<file path="config.mk">
export PLATFORM = sky130hd
export DESIGN_NAME = re_name_commit
export DESIGN_NICKNAME = d
export VERILOG_FILES = /design/src/rtl/re_name_commit.sv
export SDC_FILE = /design/constraint.sdc
export NUM_CORES = 1
export LEC_CHECK = 0
export ABC_AREA = 0
export BUFFER_PORTS_ARGS = -buffer_cell sky130_fd_sc_hd__buf_2
export CORE_MARGIN = 1
export CORE_UTILIZATION = 45
export CTS_BUF_LIST = sky130_fd_sc_hd__clkbuf_4 sky130_fd_sc_hd__clkbuf_8
export DETAILED_ROUTE_END_ITERATION = 8
export GPL_TIMING_DRIVEN = 0
export PLACE_DENSITY = 0.59
export RECOVER_POWER = 100
export SKIP_LAST_GASP = 1
export SLEW_MARGIN = 0
export SYNTH_ARGS = -nofsm -noshare
export SYNTH_HDL_FRONTEND = slang
export SYNTH_SLANG_ARGS = --single-unit
</file>
<file path="constraint.sdc">
create_clock -name clk_i -period 2.4 [get_ports clk_i]
set_input_delay 0.48 -clock clk_i [delete_from_list [all_inputs] [get_ports clk_i]]
set_output_delay 0.48 -clock clk_i [all_outputs]
set_load 0.02 [all_outputs]
</file>
<file path="src/rtl/re_name_commit.sv">
// Commit-side rename bookkeeping. It strips the name bit from retiring destinations,
// keeps the committed name-bit tables and counts in-flight writers for the issue hazard.
module re_name_commit #(
  parameter int unsigned NR_COMMIT_PORTS = 2,
  parameter int unsigned CNT_W           = 2
) (
  input  logic                         clk_i,
  input  logic                         rst_ni,
  input  logic                         flush_i,
  input  logic                         flush_unissued_instr_i,
  input  logic                         issue_valid_i,
  input  logic                         issue_ack_i,
  input  logic [5:0]                   issue_rd_i,
  input  logic                         issue_rd_fpr_i,
  output logic                         issue_hazard_o,
  input  logic [NR_COMMIT_PORTS-1:0]   commit_valid_i,
  input  logic [NR_COMMIT_PORTS-1:0]   commit_ack_i,
  input  logic [NR_COMMIT_PORTS*6-1:0] commit_rd_i,
  input  logic [NR_COMMIT_PORTS-1:0]   commit_rd_fpr_i,
  output logic [NR_COMMIT_PORTS*5-1:0] commit_arch_rd_o,
  output logic [31:0]                  committed_gpr_o,
  output logic [31:0]                  committed_fpr_o,
  output logic                         underflow_o
);

  localparam int CntMax = (1 << CNT_W) - 1;

  typedef logic [CNT_W-1:0] cnt_t;

  cnt_t        cnt_gpr_q [32];
  cnt_t        cnt_gpr_d [32];
  cnt_t        cnt_fpr_q [32];
  cnt_t        cnt_fpr_d [32];
  logic [31:0] tbl_gpr_q, tbl_gpr_d;
  logic [31:0] tbl_fpr_q, tbl_fpr_d;
  logic        underflow_q, underflow_d;

  logic [NR_COMMIT_PORTS-1:0] retire;
  logic [4:0]                 issue_arch;
  logic                       issue_inc;
  logic                       issue_name_unused;
  cnt_t                       issue_cnt;

  assign retire            = commit_valid_i & commit_ack_i;
  assign issue_arch        = issue_rd_i[4:0];
  // The name bit only matters on the issue side; here only the architectural index is used.
  assign issue_name_unused = issue_rd_i[5];
  assign issue_inc         = issue_ack_i && !flush_unissued_instr_i &&
                             (issue_rd_fpr_i || (issue_arch != 5'd0));

  // Returns {underflow, new_count}: net change applied once, then clamped to [0, CntMax].
  function automatic logic [CNT_W:0] cnt_update(cnt_t cnt, logic inc, int unsigned dec);
    int net;
    net = int'(cnt) + int'(inc) - int'(dec);
    if (net < 0) return {1'b1, cnt_t'(0)};
    if (net > CntMax) return {1'b0, cnt_t'(CntMax)};
    return {1'b0, cnt_t'(net)};
  endfunction

  always_comb begin
    for (int p = 0; p < NR_COMMIT_PORTS; p++) begin
      commit_arch_rd_o[p*5 +: 5] = commit_rd_i[p*6 +: 5];
    end
  end

  always_comb begin
    int unsigned      dec_g;
    int unsigned      dec_f;
    logic [CNT_W:0]   res_g;
    logic [CNT_W:0]   res_f;
    dec_g       = 0;
    dec_f       = 0;
    res_g       = '0;
    res_f       = '0;
    cnt_gpr_d   = cnt_gpr_q;
    cnt_fpr_d   = cnt_fpr_q;
    underflow_d = underflow_q;
    for (int r = 0; r < 32; r++) begin
      dec_g = 0;
      dec_f = 0;
      for (int p = 0; p < NR_COMMIT_PORTS; p++) begin
        if (retire[p] && (commit_rd_i[p*6 +: 5] == 5'(r))) begin
          if (commit_rd_fpr_i[p]) dec_f++;
          else                    dec_g++;
        end
      end
      res_g = cnt_update(cnt_gpr_q[r], issue_inc && !issue_rd_fpr_i && (issue_arch == 5'(r)),
                         dec_g);
      res_f = cnt_update(cnt_fpr_q[r], issue_inc && issue_rd_fpr_i && (issue_arch == 5'(r)),
                         dec_f);
      // x0 has no real writers, so its counter never moves and never underflows.
      if (r != 0) begin
        cnt_gpr_d[r] = res_g[CNT_W-1:0];
        underflow_d  = underflow_d | res_g[CNT_W];
      end
      cnt_fpr_d[r] = res_f[CNT_W-1:0];
      underflow_d  = underflow_d | res_f[CNT_W];
    end
    if (flush_i) begin
      for (int r = 0; r < 32; r++) begin
        cnt_gpr_d[r] = '0;
        cnt_fpr_d[r] = '0;
      end
      underflow_d = underflow_q;
    end
  end

  // Ascending port order lets the youngest retiring port win on a shared entry.
  always_comb begin
    tbl_gpr_d = tbl_gpr_q;
    tbl_fpr_d = tbl_fpr_q;
    for (int p = 0; p < NR_COMMIT_PORTS; p++) begin
      if (retire[p]) begin
        if (commit_rd_fpr_i[p]) tbl_fpr_d[commit_rd_i[p*6 +: 5]] = commit_rd_i[p*6+5];
        else                    tbl_gpr_d[commit_rd_i[p*6 +: 5]] = commit_rd_i[p*6+5];
      end
    end
    tbl_gpr_d[0] = 1'b0;
  end

  always_comb begin
    issue_cnt      = issue_rd_fpr_i ? cnt_fpr_q[issue_arch] : cnt_gpr_q[issue_arch];
    issue_hazard_o = issue_valid_i && (issue_rd_fpr_i || (issue_arch != 5'd0)) &&
                     (int'(issue_cnt) >= 2);
  end

  always_ff @(posedge clk_i or negedge rst_ni) begin
    if (!rst_ni) begin
      for (int r = 0; r < 32; r++) begin
        cnt_gpr_q[r] <= '0;
        cnt_fpr_q[r] <= '0;
      end
      tbl_gpr_q   <= '0;
      tbl_fpr_q   <= '0;
      underflow_q <= 1'b0;
    end else begin
      cnt_gpr_q   <= cnt_gpr_d;
      cnt_fpr_q   <= cnt_fpr_d;
      tbl_gpr_q   <= tbl_gpr_d;
      tbl_fpr_q   <= tbl_fpr_d;
      underflow_q <= underflow_d;
    end
  end

  assign committed_gpr_o = tbl_gpr_q;
  assign committed_fpr_o = tbl_fpr_q;
  assign underflow_o     = underflow_q;

endmodule
</file>
==> out/results.env, run 1 <==
IOPINCOUNT=107
DIE_AREA_UM2=42300
TIMING.FMAX_MHz=346
ANTENNA_FOUND_INITIAL=1
POST_LAYOUT_NONFILLER_INSTANCES=2789
PATH_TYPE_OF_THE_WORST_MIN_DELAY_PATH='primary input to flip-flop'
WORST-ENDPOINT-ARRIVAL_PS=2410
DRTITER0DRC=1142
POST_DRT_WL_PER_CELL_UM=24.5
DRV.MAX_CAP_VIOLATION_COUNT=1
PATH_MAX_FANOUT=2
WORSTSETUPENDPOINTTYPE='output port'
SYNTHCELLS=1957
TIMING.CRITICAL_PATH.SLOWEST_CELL_DELAY_PS=590
INSERTION_DELAY_PS=580
SLEW_VIOL_FINAL=63
IRDROPWORSTVDD_mV=0.388
GROUTE.USAGE.OVERALL_PCT=32.1
MULTI_INPUT_COMB_AREA_UM2=16600
ANT_NETS=0
GRT_FIRST_PASS_WIRELENGTH_MM=97.3
NUMPLACEDINSTANCES=2589
DRIVE_GT1_SHARE_PCT=44.1
IO_BUFFERS=98
SYNTH_SEQUENTIAL_AREA_RATIO_PCT=25.5
SYNTHESIZED_AREA_DIVIDED_BY_SYNTHESIZED_CELL_COUNT_UM2=9.54
CRITICAL_PATH_CELL_COUNT=6
WORST_R2R_START='cnt_fpr_q[58]'
CTS_BUFFERS=17
RSZ0062_AT_GRT='true'
CRIT_END='issue_hazard_o'
HOLD_VIOL=0
DRT_DRC_VIOLATIONS_LEFT=0
YOSYS.AREA.TOP_TYPE='dfrtp_1'
TIMING.FINAL.WS_SETUP_PS=-491
CHIPHEIGHT_UM=206
FINAL.MIN_CLOCK_PERIOD_PS=2890
VIAS_PER_CELL=5.68
PLACE_HPWL_MM=47.6
GRT_MAX_DEGREE=71
FINAL.SETUP_SKEW_PS=16.4
FLOORPLAN.CORE_AREA_UM2=40900
WORSTMARGINPINSLEW_PS=1910
PLACE.GP.CONGESTION=0.893
CRIT_START='cnt_fpr_q[33]'
POST_SYNTH_NUM_CELL_TYPES=50
FAILED_CHECKS='capacitance limit, slew limit, setup timing'
SYN_AREA_UM2=18700
NUMBER_OF_DIODES=0
FINAL.PERIOD_UTILIZATION_PCT=120
LAYOUT-AREA-OVERHEAD-VS-SYNTH_PCT=41.5
CHIPWIDTH_UM=206
WORST_MAX_SLEW_MARGIN_EXPRESSED_RELATIVE_TO_THE_LIMIT_PCT=-27.2
FINAL-SETUP-VIOL-COUNT=61
ROOT_BUFFER_MASTER='clkbuf_8'
WORST-R2R-SETUP-SLACK_PS=-90
SYNTH-WARNING-COUNT=0
TRITONCTS='yes'
P_LEAK_nW=11.6
HTREE_LEVELS=4
TIMING.CRITICAL_PATH.REQUIRED_PS=1920
SYNTH_TOP_CELL_AREA_SHARE_PCT=25.5
WORSTREGTOREGCELLS=6
SYNTH_TOP_CELLS_BY_COUNT='315 x ha_1, 277 x inv_1, 236 x nor2_1'
REGISTER_BIT_TOTAL_FROM_SYNTHESIS=190
CLK_PATH_BUF_DEPTH=2
FLOORPLAN.ROWS=74
SYNTH.TOP_CELLS.BY_AREA='dfrtp_1 25%, ha_1 21%, fa_1 14%'
SYNTHFLOPTYPE='dfrtp_1'
DETAIL_ROUTE.FIRST_PASS.ITERATIONS=5
WORST_R2R_ENDPOINT='underflow_o'
GLOBALROUTE.TOTALOVERFLOW=0
FINALWIRELENGTH_MM=68.5
DR_TOTAL_VIAS=15800
FLOORPLAN.INITIALDENSITY_PCT=45.6
FINAL.FILL_COUNT=3251
VIAS_IN_THE_FIRST_GLOBAL_ROUTE=15800
RUN_STATUS='complete, but fails checks'
SYNTH_ASYNC_SR_FLOP_SHARE_PCT=100
REGAREA_UM2=4760
CP.BUFFERS_INVERTERS=1
CP-START-KIND='flip-flop'
CELLPOWERDENSITY_nW_PER_UM2=314
CTS.REPORTEDPATHS.CLKPINSLEW_PS=110
NUMBER_OF_ENABLE_TYPE_REGISTER_CELLS_IN_THE_SYNTHESIZED_NETLIST=0
TIMING.CRITICAL_PATH.MAX_DELAY_FAMILY='multiplexers'
CRITICALPATHCATEGORY='flip-flop to output port'
CLOCK_SINK_COUNT=190
CRIT_SLOWEST_CELL='mux4_2'
DESIGN.FINAL.NETS=2717
FINALPOWER_mW=8.29
WORSTPATHCELLLIST='mux4_2 -> a22oi_2 -> nand2_1 -> o2111ai_2 -> o311ai_4 -> buf_6'
SYNTH.NET_COUNT=2429
MOST_INSTANTIATED_LIBRARY_CELL_AFTER_SYNTHESIS='ha_1'
worst reg2reg max path: stages (launching register included):
cell and delay [ps]:
dfrtp_1 390, ha_1 230, fa_1 530, a21oi_2 80
or4_4 560, nor4_4 370, a32oi_1 170
how the worst min path moves through the flow:
stage,depth (start not counted),end,startpoint,slack [ps]
floorplan,0,cnt_fpr_q[0],rst_ni,180
global placement,2,committed_fpr_o[6],committed_fpr_o[6],560
detailed placement,1,cnt_fpr_q[7],rst_ni,490
CTS,3,cnt_fpr_q[1],flush_i,270
global route,3,cnt_fpr_q[1],flush_i,310
finish,3,cnt_fpr_q[1],flush_i,330
timing repair:
action | CTS | global route
cloned | 3 | 5
gates resized for setup | 211 | 276
buffers inserted | 71 | 92
pin swaps | 57 | 122
hold buffers | 1 | 0
setup endpoints to repair | 158 | 122
endpoints found under the hold margin | 62 | 0
area by class of cell:
class / count / share of cell area (%)
clock buffers: 22 / 1.07
well taps: 532 / 2.52
clock inverters: 9 / 0.516
repair buffers: 271 / 8.59
flip-flops and latches: 190 / 18.0
multi-input cells: 1415 / 62.7
plain buffers: 73 / 2.63
inverters: 277 / 3.94
logic make-up (layout without fill, tap and decap cells):
family / after synthesis / in the layout / synth area share (%)
compound gates: 255 / 255 / 8.60
mux: 150 / 150 / 9.94
other cells: 1 / 1 / 0.0201
fa+ha+maj: 441 / 441 / 34.6
simple gates: 568 / 568 / 13.7
flops: 190 / 190 / 25.5
buf+inv: 352 / 652 / 7.62
sequential cells by signal, summed over array words and instances, names as in the netlist:
signal and count:
cnt_fpr_q 64, committed_fpr_o 32, cnt_gpr_q 62, committed_gpr_o 31, underflow_o 1
through the flow:
| step | util [%] | cell area (um2) | setup WS [ps] | TNS (ps) | hold WS [ps] |
|---|---|---|---|---|---|
| after floorplan | - | 21100 | -514 | -35930 | 184 |
| after global placement | 54.4 | 22300 | -3060 | -773370 | 564 |
| after detailed placement | 54.5 | 22300 | -2390 | -199820 | 485 |
| after CTS | 59.7 | 24400 | -478 | -3830 | 274 |
| after global routing | 64.6 | 26400 | -555 | -13990 | 315 |
| final | 64.6 | 26400 | -491 | -7360 | 328 |
where the power goes:
part / internal, mW / total, mW / switching, mW / leakage [nW]
Sequential: 3.43 / 3.62 / 0.187 / 2.58
Combinational: 0.838 / 2.17 / 1.33 / 8.80
Clock: 1.12 / 2.50 / 1.38 / 0.209
Total: 5.39 / 8.29 / 2.90 / 11.6
layer usage:
metal  vias to the layer above  track usage [%]  wire length [um]
met2                       478             52.7             32400
met5                         -                0                13
met4                         2             12.8              2970
li1                       7163                -                 -
met3                       134             4.05              3980
met1                      8058             42.8             29100
cell usage in the layout (no fill, tap or decap), types with 16 or more instances in the layout:
cell | Yosys | final
nor3_1 | 25 | 22
ha_2 | 0 | 47
or2_2 | 19 | 19
clkbuf_8 | 0 | 25
a21oi_2 | 0 | 29
inv_2 | 0 | 16
nor2b_4 | 0 | 63
o31ai_1 | 23 | 18
ha_4 | 0 | 112
nor2_1 | 236 | 132
nor2_2 | 4 | 27
ha_1 | 315 | 156
buf_4 | 12 | 137
nand2_1 | 154 | 128
clkbuf_1 | 40 | 102
mux2i_1 | 34 | 34
buf_12 | 1 | 32
buf_6 | 2 | 28
nor2_4 | 0 | 81
a21oi_1 | 122 | 93
dfrtp_1 | 190 | 187
a211oi_2 | 0 | 73
fa_2 | 0 | 61
inv_1 | 277 | 260
fa_1 | 126 | 65
mux2_2 | 101 | 63
mux2_4 | 0 | 38
(Power assumes the default switching activity.)
==> run 2: changes to the inputs <==
CORE_MARGIN = 2   (was 1)
==> run 2 against run 1 <==
Net effect:
- the flow still finishes with violations (capacitance limit, slew limit, setup timing)
- critical path type is now primary input to flip-flop
- final cell count down 1.2%
- register-to-register slack worse by 20 ps
- clock-buffer cell count down 2
- hold slack worse by 51 ps
==> out/results.env, run 2 (synthesis gave the netlist of run 1 again) <==
FINAL.MIN_CLOCK_PERIOD_PS=2950  # +54.6 ps
ANT_NETS=0  # unchanged
FINAL_COMMON_CELL='inv_1'
VIAS_PER_CELL=5.64  # -0.60%
CRITICALPATHCATEGORY='primary input to flip-flop'
FINALWIRELENGTH_MM=66.8  # -2.4%
CELLPOWERDENSITY_nW_PER_UM2=317  # +1.1%
POST_DRT_WL_PER_CELL_UM=24.2  # -1.2%
FIN_AREA_UM2=25700  # -2.9%
RSZ0062_AT_GRT='true'
WORSTHOLDPATHCELLS=3  # unchanged
WORSTHOLDENDPOINT='cnt_fpr_q[0]'
DRIVE_GT1_SHARE_PCT=39.7  # -4.4 points
FINAL.SETUP_SKEW_PS=22.3  # +5.97 ps
INSERTION_DELAY_PS=610  # +30 ps
DR_TOTAL_VIAS=15600  # -1.8%
CTS_BUFFERS=17  # unchanged
HTREE_LEVELS=4  # unchanged
PLACED_AREA_UM2=22300  # unchanged
GLOBALROUTE.TOTALOVERFLOW=0  # unchanged
FLOORPLAN.ROWS=74  # unchanged
RUN_STATUS='complete, but fails checks'
IRDROPWORSTVDD_mV=0.372  # -4.0%
PLACE.GP.CONGESTION=0.948  # +6.1%
CP.BUFFERS_INVERTERS=5  # +4
IO_BUFFERS=98  # unchanged
WORSTREGTOREGCELLS=6  # unchanged
TRITONCTS='yes'
DESIGN.FINAL.NETS=2683  # -1.3%
FINAL.FILL_COUNT=3378  # +3.9%
TIMING.CRITICAL_PATH.REQUIRED_PS=2860  # +940 ps
FLOORPLAN.INITIALDENSITY_PCT=45.6  # unchanged
DRV.MAX_CAP_VIOLATION_COUNT=1  # unchanged
MULTI_INPUT_COMB_AREA_UM2=16200  # -2.5%
FAILED_CHECKS='capacitance limit, slew limit, setup timing'
DRT_DRC_VIOLATIONS_LEFT=0  # unchanged
TIMING.FINAL.WS_SETUP_PS=-546  # -54.6 ps
P_LEAK_nW=11.3  # -2.7%
GROUTE.USAGE.OVERALL_PCT=31.2  # -0.94 points
WORSTSETUPENDPOINTTYPE='flip-flop'
FINAL-SETUP-VIOL-COUNT=76  # +25%
VIAS_IN_THE_FIRST_GLOBAL_ROUTE=16100  # +1.4%
CLK_PATH_BUF_DEPTH=2  # unchanged
CHIPWIDTH_UM=208  # +0.97%
GRT_FIRST_PASS_WIRELENGTH_MM=99.7  # +2.5%
LARGEST_REG_FLOPS=64  # unchanged
CHIPHEIGHT_UM=208  # +0.97%
SLEW_VIOL_FINAL=49  # -22%
FINALCOREUTILIZATION_PCT=62.7  # -1.9 points
LARGEST-REGISTER='cnt_fpr_q'
PLACE_HPWL_MM=47.5  # -0.15%
CTS.REPORTEDPATHS.CLKPINSLEW_PS=120  # about the same
PATH_MAX_FANOUT=6  # +4
CRIT_SLOWEST_CELL='nor4_2'
IOPINCOUNT=107  # unchanged
WORST_MAX_SLEW_MARGIN_EXPRESSED_RELATIVE_TO_THE_LIMIT_PCT=-0.524  # +27 points
PATH_TYPE_OF_THE_WORST_MIN_DELAY_PATH='primary input to flip-flop'
LAYOUT-AREA-OVERHEAD-VS-SYNTH_PCT=37.4
WORSTMARGINPINSLEW_PS=1510  # -399 ps
FINAL.PERIOD_UTILIZATION_PCT=123  # +2.3 points
MOST-COMMON-LAYOUT-CELLS='262 x inv_1, 190 x dfrtp_1, 180 x ha_1'
TIMING.HOLD.WORST.START='flush_i'
CP-START-KIND='primary input'
TIMING.CRITICAL_PATH.SLOWEST_CELL_DELAY_PS=420  # -170 ps
TIMING.FMAX_MHz=339  # -1.9%
DIE_AREA_UM2=43100  # +2.0%
REGAREA_UM2=4750  # about the same
DETAIL_ROUTE.FIRST_PASS.ITERATIONS=7  # +2
NUMBER_OF_DIODES=0  # unchanged
WORST_R2R_ENDPOINT='underflow_o'
FLOORPLAN.CORE_AREA_UM2=40900  # unchanged
WORSTPATHCELLLIST='buf_8 -> buf_6 -> nand2_8 -> nor2_4 -> buf_12 -> buf_8 -> nand2_8 -> buf_6 -> nor2_1 -> ha_4 -> mux2_4 -> ha_4 -> nor2_1 -> a21oi_1 -> nor4_2 -> nand4_1 -> nor4_2 -> a32oi_1'
FIN_TNS_SETUP_PS=-7840  # -480 ps
WORST-R2R-SETUP-SLACK_PS=-110  # -20 ps
HOLD_VIOL=0  # unchanged
CLOCK_SINK_COUNT=190  # unchanged
WORST_R2R_START='cnt_fpr_q[58]'
DRTITER0DRC=956  # -16%
ROOT_BUFFER_MASTER='clkbuf_8'
GRT_MAX_DEGREE=74  # +4.2%
ANTENNA_FOUND_INITIAL=0  # -1
TIMING.CRITICAL_PATH.MAX_DELAY_FAMILY='simple AND/OR/NAND/NOR gates'
WORST-ENDPOINT-ARRIVAL_PS=3410  # +1000 ps
==> run 2: changes by cell type in the layout (fill, tap and decap cells not counted), moves of 6 or more <==
cell     before  now
buf_4       137  112
nor2_1      132  143
ha_4        112   99
ha_2         47   36
ha_1        156  180
a21oi_1      93  110
nor2_2       27   17
nand2_4      15    6
a21oi_2      29   12
buf_12       32   25
a31oi_1       7   13
==> run 2: timing repair <==
item	in CTS	in global routing
setup endpoints to repair	158	112
buffers inserted	71	59
gates cloned	5	2
gates resized for setup	231	163
hold buffers	1	0
hold endpoints to repair	47	0
pin swaps	57	65
==> run 2: layer usage <==
layer  share of wire [%]  track usage, %
met1                  43            42.2
met2                  47            49.6
met3                 6.1            6.04
met4                 3.8            11.5
met5                   0               0
==> run 2: how the worst max path moves through the flow <==
stage,end,startpoint,slack (ps),cells after the start
after floorplan,underflow_o,commit_rd_i[2],-510,12
after global placement,committed_fpr_o[23],rst_ni,-3040,1
after detailed placement,underflow_o,commit_rd_i[7],-2320,9
after CTS,issue_hazard_o,cnt_fpr_q[39],-530,6
after global routing,issue_hazard_o,cnt_gpr_q[21],-610,5
final,underflow_o,commit_valid_i[0],-550,18
==> run 2: final cells by class <==
type	count	area share [%]
plain buffers	74	2.72
clock buffers	20	1.02
clock inverters	12	0.532
flip-flops and latches	190	18.5
multi-input cells	1415	63.0
repair buffers	236	7.59
inverters	277	4.06
well taps	532	2.59
==> run 2: report_power, final <==
part           switching [mW]  total (mW)  internal [mW]
logic                    1.30        2.10          0.793
registers               0.184        3.62           3.43
clock network            1.44        2.43          0.983
total                    2.93        8.14           5.21
==> run 2: worst register-to-register path: stages, from the launching register on <==
cell,delay [ps]
dfrtp_1,380
ha_1,230
fa_1,530
a21oi_2,90
or4_4,560
nor4_4,380
a32oi_1,200
==> run 2: per-stage QoR <==
step	worst slack [ps]	hold WS, ps	power [mW]	instances
after floorplan	-514	184	4.73	1957
after global placement	-3040	555	5.45	2587
after detailed placement	-2320	437	5.50	2589
after CTS	-532	249	8.13	2698
after global routing	-612	257	8.47	2756
final	-546	276	8.14	2756
